<file path="src/rtl/ctrl_hub_pkg.sv">
// Shared constants, types and frame validation for the multi-channel controller receiver.
package ctrl_hub_pkg;

    localparam logic [7:0] CTRL_HEADER     = 8'hA5;
    localparam int         CTRL_FRAME_BITS = 40;
    localparam logic [7:0] JOY_NEUTRAL     = 8'h80;

    typedef struct packed {
        logic [7:0] buttons;
        logic [7:0] joy_x;
        logic [7:0] joy_y;
    } ctrl_state_t;

    typedef enum logic [1:0] {
        CH_IDLE,
        CH_RECV,
        CH_CHECK
    } ctrl_ch_state_t;

    localparam ctrl_state_t CTRL_STATE_NEUTRAL = '{buttons: 8'h00, joy_x: JOY_NEUTRAL, joy_y: JOY_NEUTRAL};

    function automatic logic frame_valid(input logic [CTRL_FRAME_BITS-1:0] f);
        return (f[39:32] == CTRL_HEADER) && (f[7:0] == (f[31:24] ^ f[23:16] ^ f[15:8]));
    endfunction

endpackage

</file>
<file path="src/rtl/ctrl_rx_channel.sv">
// One controller link: synchroniser, edge detect, framing FSM, check, timeout and error stats.
// Error counter is built only when CTRL_RX_HUB_STATS_EN is defined.
module ctrl_rx_channel
    import ctrl_hub_pkg::*;
#(
    parameter int SYNC_STAGES    = 2,
    parameter int GAP_CYCLES     = 1000,
    parameter int TIMEOUT_CYCLES = 2_000_000
) (
    input  logic       clk_in,
    input  logic       rst_in,
    input  logic       data_raw,
    input  logic       clk_raw,
    output logic [7:0] buttons,
    output logic [7:0] joy_x,
    output logic [7:0] joy_y,
    output logic       connected,
    output logic       frame_strobe,
    output logic [7:0] err_count
);

    localparam int GAP_W  = $clog2(GAP_CYCLES + 1);
    localparam int TOUT_W = $clog2(TIMEOUT_CYCLES + 1);

    logic [SYNC_STAGES-1:0]     data_sync, clk_sync;
    logic                       clk_prev;
    logic                       link_edge, link_bit;
    ctrl_ch_state_t             state, state_next;
    logic [CTRL_FRAME_BITS-1:0] shreg;
    logic [5:0]                 bit_cnt;
    logic [GAP_W-1:0]           gap_cnt;
    logic                       gap_expire;
    logic                       check_pass;
    logic [TOUT_W-1:0]          tout_cnt;
    ctrl_state_t                latched;

    always_ff @(posedge clk_in) begin
        if (rst_in) begin
            data_sync <= '0;
            clk_sync  <= '0;
            clk_prev  <= 1'b0;
        end else begin
            // NOTE: non-blocking so each stage takes the previous stage's old value, forming a real chain.
            data_sync <= {data_sync[SYNC_STAGES-2:0], data_raw};
            clk_sync  <= {clk_sync[SYNC_STAGES-2:0], clk_raw};
            clk_prev  <= clk_sync[SYNC_STAGES-1];
        end
    end

    assign link_edge  = clk_sync[SYNC_STAGES-1] & ~clk_prev;
    assign link_bit   = data_sync[SYNC_STAGES-1];
    assign gap_expire = (state == CH_RECV) && !link_edge && (gap_cnt == GAP_W'(GAP_CYCLES - 1));
    assign check_pass = (state == CH_CHECK) && frame_valid(shreg);

    always_comb begin
        // NOTE: default first so every path assigns state_next and no latch is inferred.
        state_next = state;
        case (state)
            CH_IDLE:  if (link_edge) state_next = CH_RECV;
            CH_RECV: begin
                if (link_edge && bit_cnt == 6'(CTRL_FRAME_BITS - 1)) state_next = CH_CHECK;
                else if (gap_expire)                                 state_next = CH_IDLE;
            end
            CH_CHECK: state_next = CH_IDLE;
            default:  state_next = CH_IDLE;
        endcase
    end

    always_ff @(posedge clk_in) begin
        if (rst_in) begin
            state   <= CH_IDLE;
            bit_cnt <= '0;
            gap_cnt <= '0;
        end else begin
            state <= state_next;
            if (link_edge && state != CH_CHECK) begin
                bit_cnt <= (state == CH_IDLE) ? 6'd1 : bit_cnt + 6'd1;
                gap_cnt <= '0;
            end else if (state == CH_RECV) begin
                gap_cnt <= gap_cnt + GAP_W'(1);
            end else begin
                gap_cnt <= '0;
            end
        end
    end

    // NOTE: the shift register has no reset; it is only read in CHECK, after 40 fresh bits have filled it.
    always_ff @(posedge clk_in) begin
        if (link_edge && state != CH_CHECK) shreg <= {shreg[CTRL_FRAME_BITS-2:0], link_bit};
    end

    // A valid frame takes priority over timeout expiry in the same cycle.
    always_ff @(posedge clk_in) begin
        if (rst_in) begin
            latched      <= CTRL_STATE_NEUTRAL;
            connected    <= 1'b0;
            frame_strobe <= 1'b0;
            tout_cnt     <= '0;
        end else begin
            frame_strobe <= check_pass;
            if (check_pass) begin
                latched   <= shreg[31:8];
                connected <= 1'b1;
                tout_cnt  <= '0;
            end else begin
                if (tout_cnt != TOUT_W'(TIMEOUT_CYCLES)) tout_cnt <= tout_cnt + TOUT_W'(1);
                if (tout_cnt >= TOUT_W'(TIMEOUT_CYCLES - 1)) begin
                    latched   <= CTRL_STATE_NEUTRAL;
                    connected <= 1'b0;
                end
            end
        end
    end

    assign buttons = latched.buttons;
    assign joy_x   = latched.joy_x;
    assign joy_y   = latched.joy_y;

`ifdef CTRL_RX_HUB_STATS_EN
    logic err_event;
    assign err_event = gap_expire || ((state == CH_CHECK) && !frame_valid(shreg));

    always_ff @(posedge clk_in) begin
        if (rst_in)                             err_count <= 8'h00;
        else if (err_event && err_count != 8'hFF) err_count <= err_count + 8'h01;
    end
`else
    assign err_count = 8'h00;
`endif

endmodule

</file>
<file path="src/rtl/ctrl_rx_hub.sv">
// Multi-channel controller receiver: one independent ctrl_rx_channel per link, outputs packed 8 bits per channel.
// Optional per-channel error counters via CTRL_RX_HUB_STATS_EN.
module ctrl_rx_hub #(
    parameter int NUM_CHANNELS   = 2,
    parameter int SYNC_STAGES    = 2,
    parameter int GAP_CYCLES     = 1000,
    parameter int TIMEOUT_CYCLES = 2_000_000
) (
    input  logic                      clk_in,
    input  logic                      rst_in,
    input  logic [NUM_CHANNELS-1:0]   chip_data_raw,
    input  logic [NUM_CHANNELS-1:0]   chip_clk_raw,
    output logic [NUM_CHANNELS*8-1:0] buttons_out,
    output logic [NUM_CHANNELS*8-1:0] joy_x_out,
    output logic [NUM_CHANNELS*8-1:0] joy_y_out,
    output logic [NUM_CHANNELS-1:0]   connected_out,
    output logic [NUM_CHANNELS-1:0]   frame_strobe_out,
    output logic [NUM_CHANNELS*8-1:0] err_count_out
);

    for (genvar i = 0; i < NUM_CHANNELS; i++) begin : g_ch
        ctrl_rx_channel #(
            .SYNC_STAGES   (SYNC_STAGES),
            .GAP_CYCLES    (GAP_CYCLES),
            .TIMEOUT_CYCLES(TIMEOUT_CYCLES)
        ) u_ch (
            .clk_in      (clk_in),
            .rst_in      (rst_in),
            .data_raw    (chip_data_raw[i]),
            .clk_raw     (chip_clk_raw[i]),
            .buttons     (buttons_out[8*i +: 8]),
            .joy_x       (joy_x_out[8*i +: 8]),
            .joy_y       (joy_y_out[8*i +: 8]),
            .connected   (connected_out[i]),
            .frame_strobe(frame_strobe_out[i]),
            .err_count   (err_count_out[8*i +: 8])
        );
    end

endmodule

</file>
<file path="config.mk">
export PLATFORM = sky130hd
export DESIGN_NAME = ctrl_rx_hub
export DESIGN_NICKNAME = d
export VERILOG_FILES = /design/src/rtl/ctrl_hub_pkg.sv /design/src/rtl/ctrl_rx_channel.sv /design/src/rtl/ctrl_rx_hub.sv
export SDC_FILE = /design/constraint.sdc
export NUM_CORES = 1
export LEC_CHECK = 0
export ABC_AREA = 1
export CAP_MARGIN = 0
export CORE_MARGIN = 2
export CORE_UTILIZATION = 40
export CTS_CLUSTER_SIZE = 24
export DETAILED_ROUTE_END_ITERATION = 16
export GPL_TIMING_DRIVEN = 1
export PLACE_DENSITY = 0.61
export SLEW_MARGIN = 20
export SYNTH_ARGS = -nofsm -noshare
export SYNTH_HDL_FRONTEND = slang
export SYNTH_HIERARCHICAL = 1
export SYNTH_SLANG_ARGS = --single-unit
</file>
<file path="constraint.sdc">
create_clock -name clk_in -period 6.4 [get_ports clk_in]
set_input_delay 1.28 -clock clk_in [delete_from_list [all_inputs] [get_ports clk_in]]
set_output_delay 1.28 -clock clk_in [all_outputs]
set_load 0.02 [all_outputs]
</file>
# Word level (Yosys, flattened, before mapping)
# Cells that the tools add are included.
[word_totals] ff_bits=220 input_bits=6 out_inout_bits=68 elab_cells=106
[classes] addsub=6 magnitude_cmp=2 eq_ne=20 mux=18 bitwise=10 reduce_logical=24
[op_table] op="24-bit two-way mux" count=4
[op_table] op="21-bit by 1-bit adder with 21-bit output, second input constant" count=2
[op_table] op="21-bit >= comparator, second input constant" count=2
[op_table] op="21-bit != test, second input constant" count=2
[op_table] op="8-bit bitwise XOR" count=4
[op_table] op="10-bit by 1-bit adder with 10-bit output, second input constant" count=2
[op_table] op="10-bit equality test, second input constant" count=2
[op_table] op="8-bit equality test" count=2
[op_table] op="8-bit equality test, second input constant" count=2
[op_table] op="6-bit by 1-bit adder with 6-bit output, second input constant" count=2
[op_table] op="6-bit equality test, second input constant" count=2
[op_table] op="1-bit logical AND" count=12
[op_table] op="2-bit two-way mux" count=6
[op_table] op="6-bit two-way mux" count=2
[op_table] op="2-bit one-hot mux with 2 select lines" count=2
[op_table] op="3-bit by 1-bit != test with 1-bit output, second input constant" count=2
[op_table] op="3-bit OR reduction" count=2
[op_table] op="2-bit by 1-bit equality test with 1-bit output, second input constant" count=2
[op_table] op="2-bit equality test, second input constant" count=2
[op_table] op="2-bit zero test" count=2
[op_table] op="1-bit two-way mux" count=4
[op_table] op="2-bit by 1-bit != test with 1-bit output, second input constant" count=2
[op_table] op="2-bit != test, second input constant" count=2
[op_table] op="1-bit inverter" count=4
[op_table] op="other kinds (5)" count=10

# Logic depth before layout (Yosys ltp)
# Gate-level depths: netlist of run 1.
[depth] word_depth=8 ltp_mapped=14 ltp_nobuf=14

# Modules after synthesis
# Netlist of run 1, hierarchy kept.
[by_module_without_submodules] mod="ctrl_rx_channel" instances=2 cells_per_inst=530 area_per_inst_um2=4800.9

# Least setup slack after synthesis of run 1
# Ideal clock, no wire load.
[synth_path] kind="register -> register" startpoint="register g_ch[0].u_ch.clk_sync[1]" endpoint="register g_ch[0].u_ch.bit_cnt[5]" setup_time_ns=0.080 t_arrival_ns=2.389 required_ns=6.320 slack_ns=3.932 path_stages_with_launch=9 n_path_buf=0 cell_sequence="dfxtp_1 > inv_1 > or2_1 > nor2_2 > nand4_1 > nor2_1 > nand2_1 > nand2_1 > nor3b_1"
[synth_between] elab_chain_cells=2
[synth_lines] element="from (decl)" line_no="ctrl_rx_channel.sv:25" source="logic [SYNC_STAGES-1:0] data_sync, clk_sync;"
[synth_lines] element="from (signal assigned)" line_no="ctrl_rx_channel.sv:45" source="clk_sync <= {clk_sync[SYNC_STAGES-2:0], clk_raw};"
[synth_lines] element="1-bit AND" line_no="ctrl_rx_channel.sv:50" source="assign link_edge = clk_sync[SYNC_STAGES-1] & ~clk_prev;"
[synth_lines] element="1-bit logical AND" line_no="ctrl_rx_channel.sv:76" source="if (link_edge && state != CH_CHECK) begin"
[synth_lines] element="to (signal assigned)" line_no="ctrl_rx_channel.sv:77" source="bit_cnt <= (state == CH_IDLE) ? 6'd1 : bit_cnt + 6'd1;"
[synth_lines] element="to (decl)" line_no="ctrl_rx_channel.sv:30" source="logic [5:0] bit_cnt;"
# Every way passes these cells.
# A chain may end at the register's enable or synchronous reset.

==> impl_metrics.env, run 1 <==
export IMPL_hp_class="reg -> reg"
export IMPL_r2r_slack_ns=3.55
export IMPL_rows=56
export IMPL_antenna_cells=0
export IMPL_io_pins=74
export IMPL_synth_avg_cell_area_sq_um=9.06
export IMPL_power_density_nw_per_um2=265
export IMPL_areaGrowthSynthToFinish_pct=16.5
export IMPL_nets=1134
export IMPL_drt_total_wl_um=18700
export IMPL_fin_area_sq_um=11200
export IMPL_cp_start_kind="input pin"
export IMPL_grt_setup_unrepaired="false"
export IMPL_yosys_cell_types_count=44
export IMPL_max_freq_ghz=0.332
export IMPL_synth_edf_count=80
export IMPL_drc=0
export IMPL_place_area_sq_um=10400
export IMPL_tightest_slew_ns=0.779
export IMPL_grt_max_degree=42
export IMPL_wl_per_cell_um=12.8
export IMPL_core_area_sq_um=23500
export IMPL_tns_ns=0
export IMPL_root_buffer="clkbuf_16"
export IMPL_syn_area_sq_um=9600
export IMPL_via_per_inst=4.78
export IMPL_nFillCells=2258
export IMPL_cts_repair_resized=0
export IMPL_cts_setup_buffers=0
export IMPL_grt_overflow_total=0
export IMPL_fin_crit_ns=3.02
export IMPL_multi_input_area_sq_um=3670
export IMPL_drt_iter0_drc=364
export IMPL_synthCells=1060
export IMPL_grt_pass1_vias=6621
export IMPL_synth_seq_cells=220
export IMPL_p_leak_nw=4.31
export IMPL_worstSetupPathType="in -> reg"
export IMPL_clockBufferDepth=3
export IMPL_worst_ep_required_time_ns=6.80
export IMPL_finalNonFillerCells=1457
export IMPL_cts_tree="done"
export IMPL_numCtsBuffers=25
export IMPL_gp_congestion=0.769
export IMPL_outcome="finished clean"
export IMPL_detail_route_first_pass_iterations=6
export IMPL_die_w_um=159
export IMPL_clk_latency_ns=0.52
export IMPL_async_reset_ff_share_pct=0
export IMPL_path_clk_slew_ns=0.06
export IMPL_clock_skew_ns=0.0143
export IMPL_peakVddDrop_mv=0.229
export IMPL_yosysWarnings=6
export IMPL_end_kind="flip-flop"
export IMPL_fin_crit_sh_pct=47.1
export IMPL_seq_area_sq_um=5200
export IMPL_synth_seq_area_share_pct=54.2
export IMPL_portBuffers=57
export IMPL_path_max_fanout=31
export IMPL_finalHoldWorstSlack_ns=0.398
export IMPL_dp_hpwl_um=12600
export IMPL_report_power_total_mw=2.96
export IMPL_slew_violations=0
export IMPL_die_h_um=159
export IMPL_dpl_cell_count=1412
export IMPL_antenna_left=0
export IMPL_maxCapViolCount=0
export IMPL_setup_violations=0
export IMPL_htree_levels=1
export IMPL_finalHoldViolCount=0
export IMPL_ctsHoldBuffers=0
export IMPL_clock_sinks=220
export IMPL_drive_gt1_share_pct=12.5
export IMPL_relSlewSlack_pct=48.0
export IMPL_grt_usage_pct=14.7
export IMPL_worstPathArrival_ns=3.42
export IMPL_grt_pass1_wl_um=31700
export IMPL_vias=6969
export IMPL_dieArea_sq_um=25300
export IMPL_start_util_pct=40.8
export IMPL_antenna_found_initial=0
export IMPL_synthFlopType="dfxtp_1"
==> critical path, cell delays in order <==
cell	delay [ns]
clkdlybuf4s50_1	0.71
inv_1	0.14
buf_4	0.34
nand2_1	0.53
o21ai_0	0.33
inv_1	0.05
==> state kept, by name, indices dropped and copies added, names as in the netlist <==
register / cells
g_ch.u_ch/bit_cnt: 12
g_ch.u_ch/buttons: 16
g_ch.u_ch/clk_prev: 2
g_ch.u_ch/clk_sync: 4
g_ch.u_ch/connected: 2
g_ch.u_ch/data_sync: 4
g_ch.u_ch/frame_strobe: 2
g_ch.u_ch/gap_cnt: 20
g_ch.u_ch/joy_x: 16
g_ch.u_ch/joy_y: 16
g_ch.u_ch/shreg: 80
g_ch.u_ch/state: 4
g_ch.u_ch/tout_cnt: 42
==> cell families after synthesis <==
logic type	Yosys count	share of synthesized area [%]
compound gates	92	6.10
fa+ha+maj	8	1.04
xor+xnor	50	4.56
buf+inv	176	8.24
flops	220	54.2
other cells	2	0.0782
simple gates	512	25.8
==> synth_stat cells (4+ instances only) <==
| library cell | count | area, sq um |
|---|---|---|
| inv_2 | 34 | 128 |
| nor4_1 | 6 | 37.5 |
| o21ai_0 | 16 | 80.1 |
| nor2_1 | 98 | 368 |
| o21ai_1 | 8 | 40.0 |
| buf_1 | 4 | 15.0 |
| nand4_1 | 60 | 375 |
| nor3b_1 | 12 | 90.1 |
| buf_4 | 24 | 180 |
| ha_1 | 8 | 100 |
| edfxtp_1 | 80 | 2400 |
| o31ai_1 | 4 | 30.0 |
| nand2_2 | 4 | 25.0 |
| dfxtp_1 | 140 | 2800 |
| nor2_2 | 14 | 87.6 |
| or2_0 | 4 | 25.0 |
| o21ai_2 | 18 | 158 |
| buf_2 | 8 | 40.0 |
| nor3_1 | 10 | 50.1 |
| nor2_4 | 6 | 67.6 |
| xor2_1 | 28 | 245 |
| nand2_1 | 220 | 826 |
| or2_1 | 4 | 25.0 |
| or2_2 | 4 | 25.0 |
| inv_1 | 100 | 375 |
| a21oi_1 | 34 | 170 |
| xnor2_1 | 22 | 193 |
| nand3_1 | 50 | 250 |
| buf_6 | 4 | 45.0 |
| nand3_2 | 8 | 80.1 |
==> stage by stage <==
step                      setup slack (ns)  utilization [%]
after floorplan                       3.93                -
after global placement                2.81             44.1
after detailed placement              2.82             44.1
after CTS                             3.37             47.5
after global routing                  3.17             47.5
final                                 3.38             47.5
==> routing by layer <==
metal	GRT usage, %	share of wire, %
met1	20.9	50
met2	23.5	45
met3	2.21	3.6
met4	3.84	1.5
met5	0	0
==> path summary, 6_finish.rpt <==
path | from | cells past startpoint | endpoint
max | rst_in | 6 | g_ch[1].u_ch/joy_x[7]$_SDFFE_PP1P_
min | g_ch[0].u_ch/clk_sync[0]$_SDFF_PP0_ | 2 | g_ch[0].u_ch/clk_sync[1]$_SDFF_PP0_
max reg2reg | g_ch[0].u_ch/shreg[16]$_DFFE_PP_ | 11 | g_ch[0].u_ch/joy_x[7]$_SDFFE_PP1P_
min reg2reg | g_ch[0].u_ch/clk_sync[0]$_SDFF_PP0_ | 2 | g_ch[0].u_ch/clk_sync[1]$_SDFF_PP0_
==> where the power goes <==
part / switching (mW) / internal (mW) / leakage [nW]
clock: 0.556 / 0.841 / 0.395
combinational: 0.0555 / 0.0234 / 2.05
sequential: 0.0176 / 1.47 / 1.87
==> area by class of cell <==
class / count / share of cell area (%)
Clock inverter: 9 / 0.940
Inverter: 134 / 4.50
Tap cell: 319 / 3.57
Timing Repair Buffer: 61 / 5.37
Clock buffer: 36 / 6.27
Sequential cell: 220 / 46.5
Multi-Input combinational cell: 678 / 32.8
==> layout by cell type, fill, tap and decap left out, types with 6 or more instances in the layout <==
cell type	count
nor2_4	8
o21ai_1	8
inv_1	100
ha_1	8
clkbuf_16	25
nand3_1	50
clkbuf_1	7
nand4_1	60
nor2_2	12
nand2_1	220
xor2_1	28
a21oi_1	34
nor4_1	6
conb_1	16
clkdlybuf4s50_1	57
xnor2_1	22
inv_2	34
nor2_1	98
nand3_2	8
nor3b_1	12
o21ai_0	16
nor3_1	10
o21ai_2	18
dfxtp_1	140
edfxtp_1	80
Note: power is estimated with default switching activity, not from simulation.
==> inputs of run 2 (changes only) <==
==> constraint.sdc (replaced) <==
create_clock -name clk_in -period 3.1 [get_ports clk_in]
set_input_delay 0.62 -clock clk_in [delete_from_list [all_inputs] [get_ports clk_in]]
set_output_delay 0.62 -clock clk_in [all_outputs]
set_load 0.02 [all_outputs]
==> run 2 against run 1 <==
  * Sequential power increased by 110%
  * Combinational power rose by 110%
  * Total power up 100%
  * Worst setup slack worse by 2.5 ns
  * Core utilization down 0.12 points
  * Non-clock buffer count is 5 higher
  * Worst hold slack improved by 0.0048 ns
  * Clock skew increased by 0.00054 ns
  * Critical path type is now reg -> out
  * Critical endpoint is now joy_x_out[1]
  * Largest cell class unchanged
==> impl_metrics.env, run 2 (synthesized netlist as in run 1, its figures left out) <==
export IMPL_root_buffer="clkbuf_16"
export IMPL_path_delay_family="buffers and inverters"
export IMPL_regMostFlops="g_ch.u_ch/shreg"
export IMPL_maxCapViolCount=0
export IMPL_multi_input_area_sq_um=3670
export IMPL_start_util_pct=40.8
export IMPL_drt_total_wl_um=18500
export IMPL_htree_levels=1
export IMPL_mostFrequentLayoutCell="nand2_1"
export IMPL_cp_start_kind="flip-flop"
export IMPL_end_kind="output port"
export IMPL_relSlewSlack_pct=54.3
export IMPL_areaGrowthSynthToFinish_pct=16.2
export IMPL_wirelength_met1_um=9130
export IMPL_crit_buf_inv=1
export IMPL_worstSetupPathType="reg -> out"
export IMPL_die_w_um=159
export IMPL_vias=6887
export IMPL_tns_ns=0
export IMPL_portBuffers=57
export IMPL_grt_pass1_vias=6408
export IMPL_via_per_inst=4.71
export IMPL_clock_skew_ns=0.0149
export IMPL_top_layer="met4"
export IMPL_drt_iter0_drc=365
export IMPL_drc=0
export IMPL_path_max_fanout=2
export IMPL_p_leak_nw=4.30
export IMPL_antenna_left=0
export IMPL_drive_gt1_share_pct=12.4
export IMPL_p_int_mw=4.65
export IMPL_antenna_cells=0
export IMPL_clockPowerShare_pct=45.3
export IMPL_reg_largest_list="g_ch.u_ch/shreg: 80 flops, g_ch.u_ch/tout_cnt: 42 flops, g_ch.u_ch/gap_cnt: 20 flops"
export IMPL_dp_hpwl_um=12900
export IMPL_power_density_nw_per_um2=530
export IMPL_path_clk_slew_ns=0.06
export IMPL_worst_ep_required_time_ns=2.48
export IMPL_nFillCells=2291
export IMPL_antenna_found_initial=0
export IMPL_nets=1139
export IMPL_grt_overflow_total=0
export IMPL_clk_latency_ns=0.51
export IMPL_seq_area_sq_um=5200
export IMPL_io_pins=74
export IMPL_clockBufferDepth=3
export IMPL_core_area_sq_um=23500
export IMPL_worstPathArrival_ns=1.58
export IMPL_fin_crit_ns=2.20
export IMPL_largest_register_ffs=80
export IMPL_seqPwrFrac_pct=51.9
export IMPL_gp_congestion=0.789
export IMPL_grt_usage_pct=14.4
export IMPL_grt_pass1_wl_um=30900
export IMPL_grt_max_degree=41
export IMPL_detail_route_first_pass_iterations=4
export IMPL_setup_violations=0
export IMPL_layout_setup_ws_ns=0.899
export IMPL_max_stage_delay_ns=0.65
export IMPL_dp_slack_ns=0.754
export IMPL_die_h_um=159
export IMPL_cts_tree="done"
export IMPL_outcome="finished clean"
export IMPL_numCtsBuffers=25
export IMPL_cts_repair_resized=0
export IMPL_comb_power_share_pct=2.8
export IMPL_cp_cell_sequence="clkdlybuf4s50_1"
export IMPL_finalHoldViolCount=0
export IMPL_wl_met3_um=683
export IMPL_wl_met2_um=8310
export IMPL_rows=56
export IMPL_layout_common_cells="220 x nand2_1, 140 x dfxtp_1, 100 x inv_1"
export IMPL_wl_per_cell_um=12.6
export IMPL_hp_class="reg -> reg"
export IMPL_grt_setup_unrepaired="false"
export IMPL_max_freq_ghz=0.454
export IMPL_p_sw_share_pct=21.4
export IMPL_peakVddDrop_mv=0.353
export IMPL_dieArea_sq_um=25300
export IMPL_slowest_stage="clkdlybuf4s50_1"
export IMPL_cts_setup_buffers=0
export IMPL_slew_violations=0
export IMPL_fin_crit_sh_pct=71.0
export IMPL_switchingPower_mw=1.27
export IMPL_ctsHoldBuffers=0
export IMPL_clock_sinks=220
export IMPL_tightest_slew_ns=0.684
## run 2: final timing paths
kind	start	slack, ns	depth (start not counted)	end
worst max-delay path	g_ch[0].u_ch/joy_x[1]$_SDFFE_PP0P_	0.90	1	joy_x_out[1]
worst min-delay path	g_ch[0].u_ch/data_sync[1]$_SDFF_PP0_	0.40	0	g_ch[0].u_ch/shreg[0]$_DFFE_PP_
worst max register to register	g_ch[0].u_ch/shreg[16]$_DFFE_PP_	1.12	13	g_ch[0].u_ch/joy_x[0]$_SDFFE_PP0P_
worst min register to register	g_ch[0].u_ch/data_sync[1]$_SDFF_PP0_	0.40	0	g_ch[0].u_ch/shreg[0]$_DFFE_PP_
## run 2: cell type report
type,instances,area share [%]
clock buffer,40,6.38
sequential,220,46.7
inverter,134,4.51
tap,319,3.58
timing repair buffer,66,5.72
clock inverter,5,0.258
multi-input combinational,678,32.9
## run 2: through the flow
stage | util, % | power (mW) | instance area [sq um] | hold slack [ns] | instances
3_5_place_dp | 44.2 | 3.30 | 10400 | 0.389 | 1417
4_1_cts | 47.4 | 6.01 | 11200 | 0.402 | 1462
2_1_floorplan | - | 3.27 | 9650 | 0.386 | 1074
5_1_grt | 47.4 | 6.14 | 11200 | 0.411 | 1462
6_report | 47.4 | 5.91 | 11200 | 0.403 | 1462
3_3_place_gp | 44.2 | 3.29 | 10400 | 0.392 | 1417
## run 2: power groups by stage
stage	clock network [mW]	registers (mW)	logic, mW
4_1_cts	2.77	3.07	0.168
3_3_place_gp	0	3.13	0.165
6_report	2.68	3.07	0.166
3_5_place_dp	0	3.13	0.167
5_1_grt	2.88	3.07	0.189
2_1_floorplan	0	3.12	0.152
## run 2: per-layer routing
metal,GRT usage [%],vias to the layer above
met1,20.0,3184
met4,3.39,0
met2,23.3,85
met3,2.60,23
met5,0,-
li1,-,3595
==> inputs of run 3 (changes only) <==
--- a/config.mk
+++ b/config.mk
@@ -12,7 +12,7 @@
 export CTS_CLUSTER_SIZE = 24
 export DETAILED_ROUTE_END_ITERATION = 16
 export GPL_TIMING_DRIVEN = 1
-export PLACE_DENSITY = 0.61
+export PLACE_DENSITY = 0.63
 export SLEW_MARGIN = 20
 export SYNTH_ARGS = -nofsm -noshare
 export SYNTH_HDL_FRONTEND = slang
==> constraint.sdc (replaced) <==
create_clock -name clk_in -period 1.85 [get_ports clk_in]
set_input_delay 0.37 -clock clk_in [delete_from_list [all_inputs] [get_ports clk_in]]
set_output_delay 0.37 -clock clk_in [all_outputs]
set_load 0.02 [all_outputs]
==> run 3 against run 2 <==
  * Non-clock buffer count rose by 44
  * Critical path depth is the same
  * Core utilization up 2.6 points
  * Final area rose by 5.5%
  * Total power grew 72%
  * Wire length is 5.0% higher
  * Worst hold slack got worse by 0.037 ns
  * Largest cell class unchanged
==> impl_metrics.env, run 3 (synthesized netlist as in run 1, its figures left out) <==
export IMPL_cp_start_kind="flip-flop"
export IMPL_mostFrequentLayoutCell="nand2_1"
export IMPL_path_delay_family="buffers and inverters"
export IMPL_numCtsBuffers=25
export IMPL_rows=56
export IMPL_slew_violations=0
export IMPL_start_util_pct=40.8
export IMPL_core_area_sq_um=23500
export IMPL_wl_per_cell_um=12.9
export IMPL_clockBufferDepth=3
export IMPL_antenna_cells=0
export IMPL_clock_sinks=220
export IMPL_multi_input_area_sq_um=3770
export IMPL_dp_hpwl_um=13400
export IMPL_cp_depth=1
export IMPL_worstPathArrival_ns=1.43
export IMPL_fin_crit_ns=1.80
export IMPL_fin_area_sq_um=11800
export IMPL_fin_crit_sh_pct=97.2
export IMPL_crit_end="connected_out[0]"
export IMPL_top_layer="met4"
export IMPL_r2r_slack_ns=0.10
export IMPL_grt_max_degree=41
export IMPL_regMostFlops="g_ch.u_ch/shreg"
export IMPL_place_area_sq_um=10700
export IMPL_dieArea_sq_um=25300
export IMPL_report_power_total_mw=10.2
export IMPL_reg2reg_depth=10
export IMPL_seq_area_sq_um=5200
export IMPL_drive_gt1_share_pct=17.4
export IMPL_r2r_start="g_ch[1].u_ch/shreg[18]$_DFFE_PP_"
export IMPL_max_stage_delay_ns=0.60
export IMPL_relSlewSlack_pct=59.2
export IMPL_path_max_fanout=2
export IMPL_peakVddDrop_mv=0.734
export IMPL_wl_met2_um=9130
export IMPL_p_leak_nw=5.13
export IMPL_clock_skew_ns=0.0156
export IMPL_end_kind="output port"
export IMPL_via_per_inst=4.76
export IMPL_worstSetupPathType="reg -> out"
export IMPL_slowest_stage="clkdlybuf4s50_1"
export IMPL_drc=0
export IMPL_areaGrowthSynthToFinish_pct=22.5
export IMPL_startpoint="g_ch[0].u_ch/connected$_SDFFE_PP0P_"
export IMPL_drt_total_wl_um=19400
export IMPL_tightest_slew_ns=0.606
export IMPL_maxCapViolCount=0
export IMPL_outcome="finished clean"
export IMPL_worst_ep_required_time_ns=1.48
export IMPL_grt_pass1_vias=6845
export IMPL_grt_pass1_wl_um=32400
export IMPL_portBuffers=57
export IMPL_max_freq_ghz=0.556
export IMPL_io_pins=74
export IMPL_reg2reg_to="g_ch[1].u_ch/joy_x[4]$_SDFFE_PP0P_"
export IMPL_largest_register_ffs=80
export IMPL_setup_violations=0
export IMPL_detail_route_first_pass_iterations=5
export IMPL_wirelength_met1_um=9120
export IMPL_nets=1184
export IMPL_root_buffer="clkbuf_16"
export IMPL_crit_buf_inv=1
export IMPL_cp_cell_sequence="clkdlybuf4s50_1"
export IMPL_htree_levels=1
export IMPL_gp_congestion=0.832
export IMPL_vias=7176
export IMPL_hp_class="in -> reg"
export IMPL_layout_common_cells="216 x nand2_1, 140 x dfxtp_1, 100 x inv_1"
export IMPL_finalHoldViolCount=0
export IMPL_wl_met3_um=737
export IMPL_drt_iter0_drc=433
export IMPL_layout_setup_ws_ns=0.0525
export IMPL_reg_largest_list="g_ch.u_ch/shreg: 80 flops, g_ch.u_ch/tout_cnt: 42 flops, g_ch.u_ch/gap_cnt: 20 flops"
export IMPL_nFillCells=2249
export IMPL_cts_tree="done"
export IMPL_grt_overflow_total=0
export IMPL_power_density_nw_per_um2=865
export IMPL_die_w_um=159
export IMPL_antenna_found_initial=0
export IMPL_tns_ns=0
export IMPL_grt_usage_pct=15.1
export IMPL_die_h_um=159
export IMPL_finalHoldWorstSlack_ns=0.366
export IMPL_dp_slack_ns=0.00279
export IMPL_path_clk_slew_ns=0.06
export IMPL_clk_latency_ns=0.52
export IMPL_antenna_left=0
-- run 3: metrics by stage --
stage | std cells | util (%)
2_1_floorplan | 1074 | -
3_3_place_gp | 1440 | 45.4
3_5_place_dp | 1440 | 45.4
4_1_cts | 1486 | 48.6
5_1_grt | 1508 | 50.0
6_report | 1508 | 50.0
-- run 3: report_power, final --
| group | internal, mW | switching (mW) |
|---|---|---|
| logic | 0.127 | 0.215 |
| registers | 5.08 | 0.0576 |
| clock network | 2.81 | 1.89 |
-- run 3: worst min-delay path by stage --
stage	to	depth (start not counted)	slack (ns)	from
5_1_grt	g_ch[0].u_ch/data_sync[0]$_SDFF_PP0_	3	0.37	chip_data_raw[0]
3_3_place_gp	g_ch[1].u_ch/clk_sync[1]$_SDFF_PP0_	2	0.39	g_ch[1].u_ch/clk_sync[0]$_SDFF_PP0_
3_5_place_dp	g_ch[1].u_ch/data_sync[1]$_SDFF_PP0_	2	0.40	g_ch[1].u_ch/data_sync[0]$_SDFF_PP0_
2_1_floorplan	g_ch[0].u_ch/shreg[0]$_DFFE_PP_	0	0.39	g_ch[0].u_ch/data_sync[1]$_SDFF_PP0_
4_1_cts	g_ch[0].u_ch/data_sync[0]$_SDFF_PP0_	3	0.35	chip_data_raw[0]
6_report	g_ch[1].u_ch/data_sync[0]$_SDFF_PP0_	3	0.37	chip_data_raw[1]
-- run 3: cell type report --
| cell class | instances | area share (%) |
|---|---|---|
| multi-input cells | 678 | 32.1 |
| well taps | 319 | 3.39 |
| clock inverters | 8 | 0.574 |
| inverters | 134 | 4.36 |
| clock buffers | 38 | 6.10 |
| repair inverters | 1 | 0.0532 |
| repair buffers | 110 | 9.22 |
| flip-flops and latches | 220 | 44.2 |
-- run 3: repair_timing --
item	4_1_cts	5_1_grt
setup buffers	0	21
gates cloned	0	1
pin swaps	0	13
hold buffers	0	0
setup endpoints to repair	27	102
gates resized for setup	27	47
hold endpoints to repair	0	0
-- run 3: routing by layer --
layer / global-route usage [%] / vias to the layer above
met3: 2.76 / 31
met4: 4.13 / 0
met1: 20.1 / 3354
met5: 0 / -
met2: 25.3 / 111
li1: - / 3680
